--- config.mk ---
export PLATFORM = sky130hd
export DESIGN_NAME = speed_div_multi_flat
export DESIGN_NICKNAME = d
export VERILOG_FILES = /design/src/rtl/speed_div_multi_pkg.sv /design/src/rtl/speed_div_multi_if.sv /design/src/rtl/speed_div_multi_btn_debounce.sv /design/src/rtl/speed_div_multi.sv /design/src/flat_wrapper.sv
export SDC_FILE = /design/constraint.sdc
export NUM_CORES = 1
export LEC_CHECK = 0
export ABC_AREA = 1
export CAP_MARGIN = 30
export CORE_MARGIN = 5
export CORE_UTILIZATION = 55
export DETAILED_ROUTE_END_ITERATION = 16
export DONT_BUFFER_PORTS = 1
export HOLD_SLACK_MARGIN = 0.08
export PLACE_DENSITY = 0.7
export SLEW_MARGIN = 20
export SYNTH_ARGS = -nofsm -noshare
export SYNTH_HDL_FRONTEND = slang
export SYNTH_SLANG_ARGS = --single-unit
--- constraint.sdc ---
create_clock -name clk -period 1.8 [get_ports clk]
set_clock_uncertainty 0.15 [all_clocks]
set_input_delay 0.27 -clock clk [delete_from_list [all_inputs] [get_ports clk]]
set_output_delay 0.27 -clock clk [all_outputs]
set_load 0.01 [all_outputs]
--- src/rtl/speed_div_multi_pkg.sv ---
// Shared defaults, level encoding and request-operation type for the
// multi-speed clock divider.
package speed_div_multi_pkg;

    localparam int HALF_BASE_DEF  = 8;
    localparam int NUM_SPEEDS_DEF = 4;
    localparam int LVL_W_DEF      = 2;
    localparam int CNT_W_DEF      = 24;
    localparam int DEB_CYCLES_DEF = 4;

    localparam int SPD_SLOW = 0;

    typedef enum logic [1:0] {
        REQ_HOLD = 2'd0,
        REQ_LOAD = 2'd1,
        REQ_UP   = 2'd2,
        REQ_DOWN = 2'd3
    } req_op_e;

    function automatic int spd_max(input int num_speeds);
        return num_speeds - 1;
    endfunction

endpackage

--- src/rtl/speed_div_multi_if.sv ---
// Control/status bundle between the board-side requester and the divider.
interface speed_div_multi_if
    import speed_div_multi_pkg::*;
#(
    parameter int LVL_W = LVL_W_DEF
);
    logic             enable;
    logic             speed_up;
    logic             speed_down;
    logic             speed_load;
    logic [LVL_W-1:0] speed_val;
    logic             clk_out;
    logic             tick;
    logic [LVL_W-1:0] speed_level;
    logic             pending;

    modport master (
        output enable, speed_up, speed_down, speed_load, speed_val,
        input  clk_out, tick, speed_level, pending
    );

    modport slave (
        input  enable, speed_up, speed_down, speed_load, speed_val,
        output clk_out, tick, speed_level, pending
    );
endinterface

--- src/rtl/speed_div_multi_btn_debounce.sv ---
// Raw button -> two-flop synchroniser -> debounce -> one-cycle press event.
module speed_div_multi_btn_debounce
    import speed_div_multi_pkg::*;
#(
    parameter int DEB_CYCLES = DEB_CYCLES_DEF
) (
    input  logic clk,
    input  logic reset,
    input  logic btn_raw,
    output logic press
);
    localparam int DC_W = $clog2(DEB_CYCLES + 1);

    logic            sync1_q, sync1_d;
    logic            sync2_q, sync2_d;
    logic            stable_q, stable_d;
    logic            press_q, press_d;
    logic [DC_W-1:0] cnt_q, cnt_d;

    // The counter tracks consecutive samples that disagree with the accepted level.
    always_comb begin
        sync1_d  = btn_raw;
        sync2_d  = sync1_q;
        stable_d = stable_q;
        press_d  = 1'b0;
        cnt_d    = '0;
        if (sync2_q != stable_q) begin
            if (cnt_q == DC_W'(DEB_CYCLES - 1)) begin
                stable_d = sync2_q;
                press_d  = sync2_q;
            end else begin
                cnt_d = cnt_q + DC_W'(1);
            end
        end
    end

    always_ff @(posedge clk or negedge reset) begin
        if (!reset) begin
            sync1_q  <= 1'b0;
            sync2_q  <= 1'b0;
            stable_q <= 1'b0;
            press_q  <= 1'b0;
            cnt_q    <= '0;
        end else begin
            sync1_q  <= sync1_d;
            sync2_q  <= sync2_d;
            stable_q <= stable_d;
            press_q  <= press_d;
            cnt_q    <= cnt_d;
        end
    end

    assign press = press_q;

endmodule

--- src/rtl/speed_div_multi.sv ---
// Multi-rate 50% clock divider; rate requests from buttons or a direct load
// are applied only at a half-period boundary so clk_out never glitches.
module speed_div_multi
    import speed_div_multi_pkg::*;
#(
    parameter int HALF_BASE  = HALF_BASE_DEF,
    parameter int NUM_SPEEDS = NUM_SPEEDS_DEF,
    parameter int LVL_W      = LVL_W_DEF,
    parameter int CNT_W      = CNT_W_DEF,
    parameter int DEB_CYCLES = DEB_CYCLES_DEF,
    parameter int WRAP       = 1
) (
    input logic              clk,
    input logic              reset,
    speed_div_multi_if.slave bus
);
    localparam logic [LVL_W-1:0] LVL_MAX  = LVL_W'(spd_max(NUM_SPEEDS));
    localparam logic [LVL_W-1:0] LVL_SLOW = LVL_W'(SPD_SLOW);

    logic             up_ev, dn_ev;
    req_op_e          op;
    logic [LVL_W-1:0] req_q, req_d;
    logic [LVL_W-1:0] lvl_q, lvl_d;
    logic [CNT_W-1:0] cnt_q, cnt_d;
    logic [CNT_W-1:0] half_m1;
    logic             clk_out_q, clk_out_d;
    logic             tick_q, tick_d;
    logic             pending_q, pending_d;

    speed_div_multi_btn_debounce #(.DEB_CYCLES(DEB_CYCLES)) u_deb_up (
        .clk     (clk),
        .reset   (reset),
        .btn_raw (bus.speed_up),
        .press   (up_ev)
    );

    speed_div_multi_btn_debounce #(.DEB_CYCLES(DEB_CYCLES)) u_deb_dn (
        .clk     (clk),
        .reset   (reset),
        .btn_raw (bus.speed_down),
        .press   (dn_ev)
    );

    // A load beats button events; simultaneous up and down cancel out.
    always_comb begin
        op = REQ_HOLD;
        if (bus.speed_load)         op = REQ_LOAD;
        else if (up_ev && !dn_ev)   op = REQ_UP;
        else if (dn_ev && !up_ev)   op = REQ_DOWN;
    end

    always_comb begin
        req_d = req_q;
        case (op)
            REQ_LOAD: req_d = (bus.speed_val > LVL_MAX) ? LVL_MAX : bus.speed_val;
            REQ_UP: begin
                if (req_q == LVL_MAX) req_d = (WRAP != 0) ? LVL_SLOW : LVL_MAX;
                else                  req_d = req_q + LVL_W'(1);
            end
            REQ_DOWN: begin
                if (req_q == LVL_SLOW) req_d = (WRAP != 0) ? LVL_MAX : LVL_SLOW;
                else                   req_d = req_q - LVL_W'(1);
            end
            default: req_d = req_q;
        endcase
    end

    // The applied level only moves at the end of a half-period.
    always_comb begin
        half_m1   = CNT_W'((HALF_BASE >> lvl_q) - 1);
        cnt_d     = cnt_q;
        clk_out_d = clk_out_q;
        lvl_d     = lvl_q;
        tick_d    = 1'b0;
        if (bus.enable) begin
            if (cnt_q == half_m1) begin
                cnt_d     = '0;
                clk_out_d = ~clk_out_q;
                lvl_d     = req_q;
                tick_d    = ~clk_out_q;
            end else begin
                cnt_d = cnt_q + CNT_W'(1);
            end
        end
        pending_d = (req_d != lvl_d);
    end

    always_ff @(posedge clk or negedge reset) begin
        if (!reset) begin
            req_q     <= LVL_SLOW;
            lvl_q     <= LVL_SLOW;
            cnt_q     <= '0;
            clk_out_q <= 1'b0;
            tick_q    <= 1'b0;
            pending_q <= 1'b0;
        end else begin
            req_q     <= req_d;
            lvl_q     <= lvl_d;
            cnt_q     <= cnt_d;
            clk_out_q <= clk_out_d;
            tick_q    <= tick_d;
            pending_q <= pending_d;
        end
    end

    assign bus.clk_out     = clk_out_q;
    assign bus.tick        = tick_q;
    assign bus.speed_level = lvl_q;
    assign bus.pending     = pending_q;

endmodule

--- src/flat_wrapper.sv ---
// flat-port wrapper written by rule: the top's interface ports become plain ports
module speed_div_multi_flat import speed_div_multi_pkg::*;
#(
    parameter int HALF_BASE  = HALF_BASE_DEF,
    parameter int NUM_SPEEDS = NUM_SPEEDS_DEF,
    parameter int LVL_W      = LVL_W_DEF,
    parameter int CNT_W      = CNT_W_DEF,
    parameter int DEB_CYCLES = DEB_CYCLES_DEF,
    parameter int WRAP       = 1
)
  (clk, reset, bus_enable, bus_speed_up, bus_speed_down, bus_speed_load, bus_speed_val, bus_clk_out, bus_tick, bus_speed_level, bus_pending);
  speed_div_multi_if #(.LVL_W(LVL_W)) bus_i ();
  input logic clk;
  input logic reset;
  input wire logic [$bits(bus_i.enable)-1:0] bus_enable;
  input wire logic [$bits(bus_i.speed_up)-1:0] bus_speed_up;
  input wire logic [$bits(bus_i.speed_down)-1:0] bus_speed_down;
  input wire logic [$bits(bus_i.speed_load)-1:0] bus_speed_load;
  input wire logic [$bits(bus_i.speed_val)-1:0] bus_speed_val;
  output wire logic [$bits(bus_i.clk_out)-1:0] bus_clk_out;
  output wire logic [$bits(bus_i.tick)-1:0] bus_tick;
  output wire logic [$bits(bus_i.speed_level)-1:0] bus_speed_level;
  output wire logic [$bits(bus_i.pending)-1:0] bus_pending;
  assign bus_i.enable = bus_enable;
  assign bus_i.speed_up = bus_speed_up;
  assign bus_i.speed_down = bus_speed_down;
  assign bus_i.speed_load = bus_speed_load;
  assign bus_i.speed_val = bus_speed_val;
  assign bus_clk_out = bus_i.clk_out;
  assign bus_tick = bus_i.tick;
  assign bus_speed_level = bus_i.speed_level;
  assign bus_pending = bus_i.pending;
  speed_div_multi #(.HALF_BASE(HALF_BASE), .NUM_SPEEDS(NUM_SPEEDS), .LVL_W(LVL_W), .CNT_W(CNT_W), .DEB_CYCLES(DEB_CYCLES), .WRAP(WRAP)) u_core (.clk(clk), .reset(reset), .bus(bus_i));
endmodule
# Word level (Yosys, flattened, before mapping)
# Cells that the tools add are included.
[totals]
ff_bits = 45
in_bits = 8
output_inout_bits = 5
word_cells = 63
[classes]
addsub = 6
magnitude_cmp = 1
eq_ne = 10
shifts = 1
mux = 20
bitwise_logic = 1
n_reduce_logical = 8
[ops]
columns = ["cell", "n"]
rows = [
  ["$add 24x1->24 const B", 1],
  ["$eq 24x24->1", 1],
  ["$mux 24", 1],
  ["$shr 4x2->24 const A", 1],
  ["$sub 24x2->24 const B", 1],
  ["$mux 2", 8],
  ["$mux 3", 4],
  ["$add 3x1->3 const B", 2],
  ["$eq 2x2->1 const B", 3],
  ["$eq 3x2->1 const B", 2],
  ["$mux 1", 6],
  ["$pmux 2 s3", 1],
  ["$reduce_and 2->1", 3],
  ["$add 2x1->2 const B", 1],
  ["$eq 2x1->1 const B", 1],
  ["$gt 2x2->1 const B", 1],
  ["$logic_and 1x1->1", 2],
  ["$logic_not 1->1", 2],
  ["$logic_not 2->1", 1],
  ["$ne 1x1->1", 2],
  ["$ne 2x2->1", 1],
  ["$sub 2x1->2 const B", 1],
  ["$not 1->1", 1],
]

# Logic depth before layout (Yosys ltp)
[depth]
depth_word = 8
mapped_depth = 11
mapped_depth_nobuf = 11

# Modules after synthesis
# A second synthesis with hierarchy kept.
[hier_totals]
cells_unflattened = 319
hier_area_um2 = 2493.6
[by_module_without_submodules]
columns = ["module", "instances", "cells_each", "area_per_inst_um2", "seq_area_each_um2"]
rows = [
  ["speed_div_multi", 1, 265, 1963.1, 775.7],
  ["speed_div_multi_btn_debounce", 2, 27, 265.3, 175.2],
]

# Least setup slack after synthesis
# No wires, ideal clock.
[synth_path]
kind = "register -> register"
startpoint = "reg u_core.lvl_q[1] (netlist: u_core.bus.speed_level[1])"
endpoint = "reg u_core.pending_q (netlist: u_core.bus.pending)"
setup_ns = 0.116
arrival_time_ns = 1.280
required_time_ns = 1.534
setup_slack_ns = 0.254
path_stages_with_launch = 11
n_path_buf = 0
path_cell_list = "dfrtp_1 inv_1 nand2_1 nand2_1 nand2_1 nor2_1 nand3_2 nand2_1 nand3_1 nand2_1 nand2_1"
[synth_between]
elab_chain_cells = 6
[synth_rtl]
columns = ["element", "line_no", "rtl"]
rows = [
  ["start: declaration", "speed_div_multi.sv:23", "logic [LVL_W-1:0] lvl_q, lvl_d;"],
  ["start signal: assignment", "speed_div_multi.sv:98", "lvl_q <= lvl_d;"],
  ["$shr 4x2->24", "speed_div_multi.sv:70", "half_m1 = CNT_W'((HALF_BASE >> lvl_q) - 1);"],
  ["$sub 24x2->24", "speed_div_multi.sv:70", ""],
  ["$eq 24x24->1", "speed_div_multi.sv:76", "if (cnt_q == half_m1) begin"],
  ["$mux 2", "speed_div_multi.sv:76", ""],
  ["$mux 2 (*)", "speed_div_multi.sv:75", "if (bus.enable) begin"],
  ["$ne 2x2->1 (*)", "speed_div_multi.sv:85", "pending_d = (req_d != lvl_d);"],
  ["net u_core.pending_d", "speed_div_multi.sv:28", "logic pending_q, pending_d;"],
  ["end signal: assignment", "speed_div_multi.sv:102", "pending_q <= pending_d;"],
  ["end: declaration", "speed_div_multi.sv:28", ""],
]
# Mark *: on every way through the listed nets, which the timed path passes. The rest lies on a longest branch.
# A chain may end at the register's enable or synchronous reset.

# Worst setup path after layout
[layout_path]
startpoint = "reg u_core.cnt_q[2]"
endpoint = "reg u_core.cnt_q[23]"
[layout_between]
elab_chain_cells = 2
elab_cells_between_ends = 3
[layout_rtl]
columns = ["element", "line_no", "rtl"]
rows = [
  ["start: declaration", "speed_div_multi.sv:24", "logic [CNT_W-1:0] cnt_q, cnt_d;"],
  ["start signal: assignment", "speed_div_multi.sv:99", "cnt_q <= cnt_d;"],
  ["$add 24x1->24 or $eq 24x24->1 (tied branches)", "speed_div_multi.sv:82, speed_div_multi.sv:76", ""],
  ["$mux 24 (*)", "speed_div_multi.sv:76", ""],
]
# Every way passes the cells marked *; elsewhere a longest branch is shown, timed or not.

==> run summary <==
Status -> finished, final reports clean
Post-synthesis simple-gate area fraction -> 32.1%
Port bufs -> 0
Placed insts -> 346
Worst-path fanout max -> 6
CTS buffer count -> 5
Pwr dens -> 979 nW/um^2
Vias per std cell -> 5.09
Hold Path Depth -> 3
Die width -> 75.5 um
Io pins -> 13
Met3 Usage GRT -> 3.96%
Hold Path Class -> input pin to register
Die area -> 5700 um^2
Routed vias -> 1859
Hold Startpoint -> bus_enable
M1 GR Usage -> 26.6%
ANT nets after route -> 0
Violation count after the first detailed-routing iteration -> 109
Total of max-cap violations -> 0
Clk slew on worst S/H paths -> 0.09 ns
Hold WS -> 0.104 ns
P_int -> 1840 uW
Die extent in y -> 75.5 um
Final Non-Filler Cells -> 365
Flops & latches, synth -> 45
Xor and xnor area share after synthesis -> 6.68%
All-layer global routing usage -> 18.7%
Sequential power share -> 48.1%
FMAX -> 585 MHz
Largest net degree at the start of global routing -> 46
Mapped Cells -> 286
H-tree depth -> 2
Tot Pwr -> 2710 uW
GPL Wtd Cong -> 0.891
Clock power frac -> 29.2%
Avg WL per Cell -> 12.8 um
Post-Synth Adder-Cell Area -> 3.18%
Rows -> 23
Final Util -> 67.8%
Final Hold Fails -> 0
Dpl ws -> 0.0473 ns
Worst r2r src -> u_core.cnt_q[2]
Vias in the first global route -> 1780
CTS Root Cell -> clkbuf_8
Stages on the worst setup path -> 6
Most used cell, CP -> nand2_1
Sw Ratio -> 32.3%
Clk buf depth -> 2
Post-Syn Area -> 2360 um^2
VDD IR max -> 0.951 mV
DR DRC count -> 0
Starting density of the core -> 57.7%
Final setup viols -> 0
Leakage -> 0.00142 uW
Worst-path cell chain -> nand2_1 > nor3_4 > nand3b_4 > nor3_2 > nand2_1 > xnor2_1
Critical path arrival -> 1.76 ns
Ant. Diodes -> 0
Post-synth cell types -> 29
Compound-Gate Fraction of Synth Area -> 3.55%
Share of cells above drive strength 1 -> 15.2%
Reg2Reg Depth -> 6
Worst-Skew Late Latency -> 0.30 ns
Post-DP HPWL -> 3330 um
CP max stage delay -> 0.44 ns
# clock sinks -> 45
DRT Pass-1 Iters -> 4
Slew Limit Fails -> 0
Initial antenna violation count -> 0
CP delay by family, top -> simple AND/OR/NAND/NOR gates
Critical Path Source Type -> register
Syn Nets -> 300
Core footprint -> 4090 um^2
Layout Nets -> 328
CP Buf/Inv Count -> 0
Met2 Usage GRT -> 29.1%
Switching pwr -> 875 uW
Critical Path RT -> 1.85 ns
Gr busiest metal -> met2
Hold endpoint -> u_core.cnt_q[11]
Min Clock Period, post-route -> 1.71 ns
Sequential fraction of the synthesis area -> 47.7%
First-pass GRT wire length -> 8050 um
Worst Max-Slew Pin Slew -> 0.327 ns
CP Class -> register to register
Largest family of logic cells by synthesized area -> simple AND/OR/NAND/NOR gates
Post-Route WL -> 4690 um
TritonCTS clock tree -> built
Fin crit share -> 95.0%
Max-slew headroom -> 78.0%
Crit Reg-Reg Endpoint -> u_core.cnt_q[23]
Critical path's slowest cell -> dfrtp_1
Area growth syn-to-layout -> 17.4%
Worst Setup End Kind -> register
Post-synthesis mux area share -> 0%
Synth Warn # -> 0
Logic gate share of total power -> 22.7%
Syn Area/Cell -> 8.25 um^2
PnR worst setup slack -> 0.0901 ns
GRT overflow -> 0
R2R Setup Slk -> 0.09 ns
==> registers in the layout, indices dropped and copies added (netlist names) <==
name / cells
u_core.bus.tick: 1
u_core.u_deb_up.sync2_q: 1
u_core.u_deb_dn.sync1_q: 1
u_core.u_deb_up.stable_q: 1
u_core.bus.pending: 1
u_core.u_deb_up.sync1_q: 1
u_core.u_deb_up.cnt_q: 3
u_core.u_deb_dn.stable_q: 1
u_core.cnt_q: 24
u_core.u_deb_dn.press: 1
u_core.bus.clk_out: 1
u_core.u_deb_dn.cnt_q: 3
u_core.req_q: 2
u_core.u_deb_up.press: 1
u_core.bus.speed_level: 2
u_core.u_deb_dn.sync2_q: 1
==> cell families after synthesis <==
kind of cell | Yosys count
AOI/OAI and AO/OA | 15
buffers and inverters | 42
adders and majority gates | 6
DFF | 45
and+or+nand+nor | 160
xor gates and xnor gates | 18
==> what timing repair did <==
action,in CTS,in global routing
hold buffers,6,0
setup buffers,0,5
resized for setup,0,9
hold endpoints to repair,54,0
endpoints found under the setup margin,0,9
==> power groups by stage <==
| stage | clock network (uW) | logic (uW) | registers (uW) |
|---|---|---|---|
| floorplan | 0 | 435 | 1290 |
| global placement | 0 | 536 | 1310 |
| detailed placement | 0 | 545 | 1320 |
| CTS | 811 | 590 | 1300 |
| global route | 858 | 714 | 1330 |
| finish | 791 | 617 | 1300 |
==> cell usage in the layout (no fill, tap or decap) <==
| cell | instances |
|---|---|
| a21oi_1 | 2 |
| a31o_2 | 1 |
| buf_16 | 1 |
| buf_4 | 16 |
| bufinv_16 | 1 |
| clkbuf_8 | 5 |
| dfrtp_1 | 44 |
| dfrtp_2 | 1 |
| dlygate4sd3_1 | 5 |
| ha_1 | 6 |
| inv_1 | 37 |
| inv_2 | 4 |
| inv_6 | 2 |
| nand2_1 | 70 |
| nand2_2 | 2 |
| nand3_1 | 18 |
| nand3_2 | 1 |
| nand3_4 | 1 |
| nand3b_1 | 1 |
| nand3b_4 | 1 |
| nand4_1 | 9 |
| nand4_2 | 1 |
| nor2_1 | 36 |
| nor2_2 | 3 |
| nor2_4 | 3 |
| nor2b_1 | 1 |
| nor3_1 | 8 |
| nor3_2 | 1 |
| nor3_4 | 3 |
| nor4_2 | 1 |
| o21ai_0 | 7 |
| o21ai_1 | 3 |
| o21bai_1 | 1 |
| o31ai_1 | 1 |
| xnor2_1 | 7 |
| xor2_1 | 11 |
==> area by class of cell <==
type / instances / area [um^2]
clock inverters: 3 / 47.5
inverters: 41 / 154
flip-flops and latches: 45 / 1130
multi-input cells: 199 / 1110
clock buffers: 5 / 68.8
well taps: 50 / 62.6
fillers: 334 / 1320
repair buffers: 22 / 198
==> stage by stage <==
step                      cell area, um^2  TNS (ns)
final                                2770         0
after global routing                 2770   -0.0363
after CTS                            2690         0
after detailed placement             2500         0
after global placement               2500         0
after floorplan                      2360         0
==> metal layers <==
layer  share of wire, %  vias to the layer above
li1                   -                      957
met1                 48                      858
met3                4.5                        5
met2                 46                       39
met5                  0                        -
met4                1.1                        0
==> cells in the mapped netlist <==
| master | count | area share [%] |
|---|---|---|
| inv_1 | 37 | 5.9 |
| nor4_2 | 1 | 0.53 |
| nor3_2 | 2 | 0.85 |
| nor2_1 | 38 | 6.0 |
| a21oi_1 | 2 | 0.42 |
| nor3_4 | 2 | 1.4 |
| xnor2_1 | 7 | 2.6 |
| nand4_1 | 9 | 2.4 |
| nand3b_4 | 1 | 0.85 |
| nand2_2 | 1 | 0.27 |
| nor2_2 | 3 | 0.80 |
| nand2_1 | 71 | 11 |
| a31o_2 | 1 | 0.37 |
| nand3_2 | 1 | 0.42 |
| nor2_4 | 1 | 0.48 |
| o31ai_1 | 1 | 0.32 |
| dfrtp_1 | 45 | 48 |
| o21ai_1 | 3 | 0.64 |
| inv_2 | 4 | 0.64 |
| buf_1 | 1 | 0.16 |
| nor3_1 | 8 | 1.7 |
| nand4_2 | 1 | 0.53 |
| nand3_1 | 19 | 4.0 |
| nor2b_1 | 1 | 0.27 |
| xor2_1 | 11 | 4.1 |
| nand3b_1 | 1 | 0.32 |
| o21bai_1 | 1 | 0.32 |
| ha_1 | 6 | 3.2 |
| o21ai_0 | 7 | 1.5 |
==> worst register-to-register path, cell delays in order (launching register included) <==
cell,delay (ns)
dfrtp_1,0.44
nand2_1,0.12
nor3_4,0.26
nand3b_4,0.18
nor3_2,0.23
nand2_1,0.10
xnor2_1,0.13
==> worst max path at each step <==
stage | start | end | slack [ns]
after floorplan | u_core.bus.speed_level[1] | u_core.bus.pending | 0.25
final | u_core.cnt_q[2] | u_core.cnt_q[23] | 0.09
after global placement | u_core.cnt_q[11] | u_core.bus.pending | 0.09
after detailed placement | u_core.cnt_q[11] | u_core.bus.pending | 0.05
after global routing | u_core.cnt_q[0] | u_core.bus.pending | -0.04
after CTS | u_core.cnt_q[11] | u_core.bus.pending | 0.009
Power figures use the tool's default switching activity.
